`src/rtl/alu_share_arb.sv`:
```
// Round-robin arbiter/sequencer sharing one 8-bit add/sub datapath among NREQ requesters.
// Optional macro ALU_ARB_ERR_HALT_EN: an overflow freezes the arbiter in HALT until reset.
module alu_share_arb #(
  parameter int NREQ = 4,
  parameter int SELW = 2
) (
  input  logic            clk,
  input  logic            reset,
  input  logic [NREQ-1:0] req,
  input  logic [NREQ-1:0] mode,
  input  logic            c6,
  input  logic            c7,
  output logic [NREQ-1:0] gnt,
  output logic [SELW-1:0] sel,
  output logic            m,
  output logic            e,
  output logic [NREQ-1:0] done,
  output logic [NREQ-1:0] error,
  output logic            busy
);

  typedef enum logic [1:0] {IDLE, EXEC, RESP, HALT} state_t;

  state_t          state_q;
  logic [SELW-1:0] last_q;
  logic [SELW-1:0] winner_d;
  logic [SELW-1:0] scanIdx_d;
  logic            anyReq_d;
  logic [NREQ-1:0] gnt_q;
  logic [NREQ-1:0] done_q;
  logic [NREQ-1:0] error_q;
  logic [SELW-1:0] sel_q;
  logic            m_q;
  logic            e_q;
  logic            busy_q;

  // Scan starts just after the previous winner, so the winner itself is checked last.
  always_comb begin
    scanIdx_d = '0;
    winner_d  = '0;
    anyReq_d  = 1'b0;
    for (int k = 1; k <= NREQ; k++) begin
      scanIdx_d = SELW'((int'(last_q) + k) % NREQ);
      if (!anyReq_d && req[scanIdx_d]) begin
        anyReq_d = 1'b1;
        winner_d = scanIdx_d;
      end
    end
  end

  always_ff @(posedge clk or negedge reset) begin
    if (!reset) begin
      state_q <= IDLE;
      last_q  <= SELW'(NREQ - 1);
      gnt_q   <= '0;
      sel_q   <= '0;
      m_q     <= 1'b0;
      e_q     <= 1'b0;
      done_q  <= '0;
      error_q <= '0;
      busy_q  <= 1'b0;
    end else begin
      case (state_q)
        IDLE: begin
          if (anyReq_d) begin
            state_q <= EXEC;
            last_q  <= winner_d;
            gnt_q   <= NREQ'(1) << winner_d;
            sel_q   <= winner_d;
            m_q     <= mode[winner_d];
            e_q     <= 1'b1;
            busy_q  <= 1'b1;
          end
        end
        // Overflow is captured straight into the response flag of the granted requester.
        EXEC: begin
          state_q <= RESP;
          e_q     <= 1'b0;
          done_q  <= gnt_q;
          error_q <= (c6 ^ c7) ? gnt_q : '0;
        end
        RESP: begin
          done_q <= '0;
`ifdef ALU_ARB_ERR_HALT_EN
          if (|error_q) state_q <= HALT;
          else
`endif
          begin
            state_q <= IDLE;
            gnt_q   <= '0;
            sel_q   <= '0;
            m_q     <= 1'b0;
            error_q <= '0;
            busy_q  <= 1'b0;
          end
        end
        HALT:    state_q <= HALT;
        default: state_q <= IDLE;
      endcase
    end
  end

  assign gnt   = gnt_q;
  assign sel   = sel_q;
  assign m     = m_q;
  assign e     = e_q;
  assign done  = done_q;
  assign error = error_q;
  assign busy  = busy_q;

endmodule

```
`config.mk`:
```
export PLATFORM = sky130hd
export DESIGN_NAME = alu_share_arb
export DESIGN_NICKNAME = d
export VERILOG_FILES = /design/src/rtl/alu_share_arb.sv
export SDC_FILE = /design/constraint.sdc
export NUM_CORES = 1
export LEC_CHECK = 0
export ABC_AREA = 1
export CORE_ASPECT_RATIO = 1.2
export CORE_MARGIN = 4
export CORE_UTILIZATION = 40
export DETAILED_ROUTE_END_ITERATION = 8
export PLACE_DENSITY = 0.66
export SLEW_MARGIN = 5
export SYNTH_ARGS = -nofsm -noshare
export SYNTH_HDL_FRONTEND = slang
export SYNTH_SLANG_ARGS = --single-unit
```
`constraint.sdc`:
```
create_clock -name clk -period 2 [get_ports clk]
set_clock_uncertainty 0.15 [all_clocks]
set_input_delay 0.5 -clock clk [delete_from_list [all_inputs] [get_ports clk]]
set_output_delay 0.5 -clock clk [all_outputs]
set_load 0.05 [all_outputs]
```
### Word-level counts from Yosys, hierarchy flattened

Cells that the tools add are included.

| cells by class | value |
|---|---|
| $lt $le $gt $ge | 5 |
| shifts and indexed selects | 1 |
| reduce and logical (&&, ||, !) cells | 13 |
| mux-type cells | 32 |
| equal/unequal tests | 4 |
| multiply operators | 0 |
| bitwise gates (word level) | 1 |
| divide/modulo/power cells | 0 |
| add/sub/neg operators | 4 |

Operator list:

| cell | number |
|---|---|
| 4-bit case mux with 2 select lines | 3 |
| 2-bit by 3-bit < comparator with 1-bit output (second input constant) | 5 |
| 2-bit 2-to-1 mux | 6 |
| 1-bit 2-to-1 mux | 11 |
| 1-bit binary-select mux with 2-bit select | 5 |
| 4-bit 2-to-1 mux | 2 |
| 2-bit case mux with 4 select lines | 1 |
| 1-bit case mux with 2 select lines | 3 |
| 2-bit AND reduction | 3 |
| 2-bit nonzero test | 3 |
| 2-bit by 1-bit adder with 2-bit output (second input constant) | 2 |
| 2-bit adder (second input constant) | 2 |
| 2-bit equality test (second input constant) | 2 |
| 2-bit case mux with 2 select lines | 1 |
| 1-bit by 2-bit << shifter with 4-bit output (first input constant) | 1 |
| 1-bit logical AND | 3 |
| 1-bit zero test | 3 |
| 2-bit by 1-bit equality test with 1-bit output (second input constant) | 1 |
| 2-bit zero test | 1 |
| 2-bit inequality test (second input constant) | 1 |
| 1-bit XOR | 1 |

| storage, ports and cells | value |
|---|---|
| memories kept | 0 |
| word-level logic and storage cells | 69 |
| memory bits (read-only) | 0 |
| output and inout port bits | 17 |
| bits of input ports | 12 |
| bits in writable memories | 0 |
| flip-flop bits (word level) | 21 |
| bits in latches | 0 |

### Longest topological paths before layout

Gate-level depths: netlist of the first run.

| logic depth | value |
|---|---|
| depth in word-level cells | 17 |
| depth in mapped cells | 17 |
| depth with buffers taken out | 16 |

### Worst setup path after synthesis of the first run

Ideal clock, no wire load.

| path | value |
|---|---|
| path kind | register to register |
| from | reg last_q[0] |
| to | reg m_q, in the netlist m |
| setup slack | 144 ps |
| clock period less this slack | 1856 ps |
| arrival time | 1588 ps |
| path buffers | 1 |
| cell stages (with the launch flop) | 17 |
| setup time | 118 ps |
| data required time | 1732 ps |
| cells stage by stage | dfstp_2 -> buf_6 -> inv_6 -> nand2_1 -> nand2_1 -> nand2_2 -> nand2_4 -> nor2_8 -> nand3_2 -> nand2_2 -> nand2_2 -> nand2_4 -> nand2_1 -> nand3_1 -> nand2_1 -> nand2_1 -> nand2_1 |

| between the ends | value |
|---|---|
| longest elaborated chain between the ends | 17 |
| elaborated cells on any way between the ends | 32 |
| those cells by class | add/sub: 4; eq/ne: 1; mux: 20; reduce/logical: 7 |

Ends and longest elaborated chain:

| item | line | text |
|---|---|---|
| start: declaration | 25 | `logic [SELW-1:0] last_q;` |
| start signal: assignment | 54 | `last_q <= SELW'(NREQ - 1);` |
| start signal: assignment | 67 | `last_q <= winner_d;` |
| 2-bit by 1-bit adder with 2-bit output | 43 | `scanIdx_d = SELW'((int'(last_q) + k) % NREQ);` |
| 1-bit binary-select mux with 2-bit select | 44 | `if (!anyReq_d && req[scanIdx_d]) begin` |
| 1-bit 2-to-1 mux (implied by the code) | 44 |  |
| 1-bit 2-to-1 mux | 44 |  |
| 1-bit zero test | 44 |  |
| 1-bit logical AND | 44 |  |
| 1-bit 2-to-1 mux | 44 |  |
| 1-bit zero test | 44 |  |
| 1-bit logical AND | 44 |  |
| 1-bit 2-to-1 mux | 44 |  |
| 1-bit zero test | 44 |  |
| 1-bit logical AND | 44 |  |
| 2-bit 2-to-1 mux | 44 |  |
| 1-bit binary-select mux with 2-bit select | 70 | `m_q <= mode[winner_d];` |
| 1-bit 2-to-1 mux (implied by the code) | 70 |  |
| 1-bit 2-to-1 mux | 65 | `if (anyReq_d) begin` |
| 1-bit case mux with 2 select lines | 63 | `case (state_q)` |
| end signal: assignment | 70 |  |
| end: declaration | 33 | `logic m_q;` |

Several ways; a longest one is shown, not always the timed one. The select of a mux whose other input is x is not followed.
A chain may end at the register's enable or synchronous reset.

### Worst setup path in the final report of the first run

Ends and elaborated chain as after synthesis.

==> run metrics, run 1 <==
endpoints failing hold=0; Area Overhead vs Synth=38.2%; first-pass GRT wire length=4650 um; Cell Area, Synth=0.00124 sq mm; DRC errors left=0; Avg Cell Area, Syn=7.88 sq um; WL/cell=12.3 um; initial DRC count=17; hold slack final=352 ps; # clock sinks=21; most common cell in the netlist=nand2_1; initial antenna violation count=0; setup TNS=-41.4 ps; chip height=68.9 um; Via Count=1144; EDFF count, synth=0; Max H-tree Level=1; CP Max Fanout=10; clock root buffer=clkbuf_4; Reg-to-Reg Start=last_q[0]; total grt overflow=0; Rows=21; hold depth=2; number of global-route vias before repair=1079; FF-to-FF path depth=16; setup violators final=2; hold path endpoint=e; diode count=0; cell taking the most area after synthesis=dfrtp_1; Yosys top cell area share=38.4%; pwr dens=433 mW/mm^2; Die X=58.8 um; max_cap viols=0; RD Place Congestion=0.783; Slew Limit Headroom=70.1%; PnR worst setup slack=-41.2 ps; Worst Setup Path Type=reg2reg; crit path time final=2040 ps; outcome=finished, violations left; starting density of the core=42.8%; clk_lat worst skew=310 ps; top cells by area, synth=dfrtp_1 38%, nand2_1 15%, inv_1 6.7%; Tightest Pin Transition=446 ps; hold path startpoint=e; largest net degree at the start of global routing=22; reg2reg setup slack=-40 ps; layout cell share with drive strength beyond 1=36.0%; ratio of final minimum period to clock period=102%; Post-synth top cells=51 x nand2_1, 22 x inv_1, 19 x dfrtp_1; final wirelength=2880 um; FFs w/ async S/R, synth=100%; hold crit path type=reg2reg; Mapped Nets=173; launch point of the worst path=last_q[0]; IO Count=29; PortBufs=28; via-per-instance ratio=4.89; worst-case clock buffer depth=2; Critical Path RT=2070 ps; Slew Limit Fails=0; ANT nets after route=0; Synth cell types=25; First-pass DRT Iterations=6; element type at the critical path end=flip-flop; CTS Buf Count=3; clock transition at the registers of the reported paths=130 ps; Leak=0.892 nW; Synth Register Bits=21; CTS tree=built; Die Area=0.00405 sq mm; Critical Path AT=2110 ps; post-synthesis sequential area ratio=42.7%; gr usage total=14.9%; RSZ-0062 raised after global routing=yes; Core Area=0.00289 sq mm; Achievable Freq=0.490 GHz; r2r endpoint=m; Peak VDD IR=0.281 mV; fin nets=217; Syn. warnings=0; critical path startpoint category=flip-flop; hpwl dp=2190 um; violated checks=setup timing; Synth Flop Type=dfrtp_1; Place WS=-366 ps; Post-Syn Instances=157
-- layout make-up --
class / instances / area, sq um
Clock buffer: 3 / 22.5
Clock inverter: 1 / 5.00
Fill cell: 282 / 1180
Inverter: 28 / 115
Multi-Input combinational cell: 106 / 652
Sequential cell: 21 / 528
Tap cell: 34 / 42.5
Timing Repair Buffer: 41 / 345
-- stage by stage --
step                      util (%)  power, W  instances  instance area (sq um)
final                         59.2  0.000741        234                   1710
after global routing          59.2  0.000774        234                   1710
after CTS                     56.8  0.000731        232                   1640
after detailed placement      53.8  0.000526        224                   1560
after global placement        53.8  0.000523        224                   1560
after floorplan                  -  0.000478        157                   1240
-- kinds of logic after synthesis --
| logic type | synth area share, % |
|---|---|
| buf+inv | 10.1 |
| xor+xnor | 0.708 |
| flops | 42.7 |
| fa+ha+maj | 4.04 |
| simple gates | 32.1 |
| compound gates | 10.4 |
-- layout by cell type, fill, tap and decap left out, types with 2 or more instances in the layout --
cell,count
nand2_4,6
inv_1,22
nand2_2,12
buf_4,28
inv_2,4
dfrtp_1,19
nand3_1,9
nand2_1,43
nand3_2,3
clkbuf_4,3
o21ai_2,3
dfstp_2,2
o22ai_1,5
o21ai_0,7
o21ai_1,4
clkdlybuf4s50_1,11
ha_1,4
-- power breakdown --
group          total [W]  internal [W]  leakage (nW)  switching (W)
Combinational   0.000108     0.0000505         0.619      0.0000576
Clock           0.000208     0.0000746        0.0177       0.000134
Sequential      0.000425      0.000425         0.255              0
Total           0.000741      0.000550         0.892       0.000191
-- worst max-delay path, stage by stage, from the launching register on --
cell and delay [ps]:
dfstp_2 580, buf_12 120, inv_8 40, nand2_2 50, nand2_2 60, nand2_2 90, nand2_4 70, nor2_8 150
nand3_4 110, nand2_4 90, nand2_4 60, nand2_4 100, nand2_2 60, nand3_2 50, nand2_1 50, nand2_1 50
nand2_1 50
-- sequential cells by signal, summed over array words and instances (netlist names) --
signal   count
busy         1
done         4
e            1
error        4
gnt          4
last_q       2
m            1
sel          2
state_q      2
-- routing by layer --
layer,up-vias,wire length (um),track usage (%)
met4,0,34,5.95
met2,27,1620,29.7
met5,-,0,0
met3,2,135,1.49
li1,582,-,-
met1,533,1090,15.8
-- how the worst max path moves through the flow --
stage / to / slack, ps
2_1_floorplan: m / 140
3_3_place_gp: m / -310
3_5_place_dp: m / -370
4_1_cts: m / -8
5_1_grt: m / -170
6_report: m / -40
-- what timing repair did --
action / 4_1_cts / 5_1_grt
hold buffers: 0 / 0
pin swaps: 0 / 11
setup endpoints to repair: 10 / 13
gates cloned: 0 / 0
endpoints found under the hold margin: 0 / 0
gates resized for setup: 5 / 18
buffers inserted: 4 / 2
No activity file was read; power rests on OpenSTA's default activity.
==> run 2, diff against run 1 <==
--- a/config.mk
+++ b/config.mk
@@ -11,7 +11,7 @@
 export CORE_UTILIZATION = 40
 export DETAILED_ROUTE_END_ITERATION = 8
 export PLACE_DENSITY = 0.66
-export SLEW_MARGIN = 5
+export SLEW_MARGIN = 20
 export SYNTH_ARGS = -nofsm -noshare
 export SYNTH_HDL_FRONTEND = slang
 export SYNTH_SLANG_ARGS = --single-unit
==> results of run 2 <==
The final DEF is identical to that of run 1; final timing and power are the same.
==> run 3, diff against run 2 <==
--- a/config.mk
+++ b/config.mk
@@ -6,6 +6,7 @@
 export NUM_CORES = 1
 export LEC_CHECK = 0
 export ABC_AREA = 1
+export CAP_MARGIN = 10
 export CORE_ASPECT_RATIO = 1.2
 export CORE_MARGIN = 4
 export CORE_UTILIZATION = 40
==> results of run 3 <==
The final DEF is identical to that of run 1; final timing and power are the same.
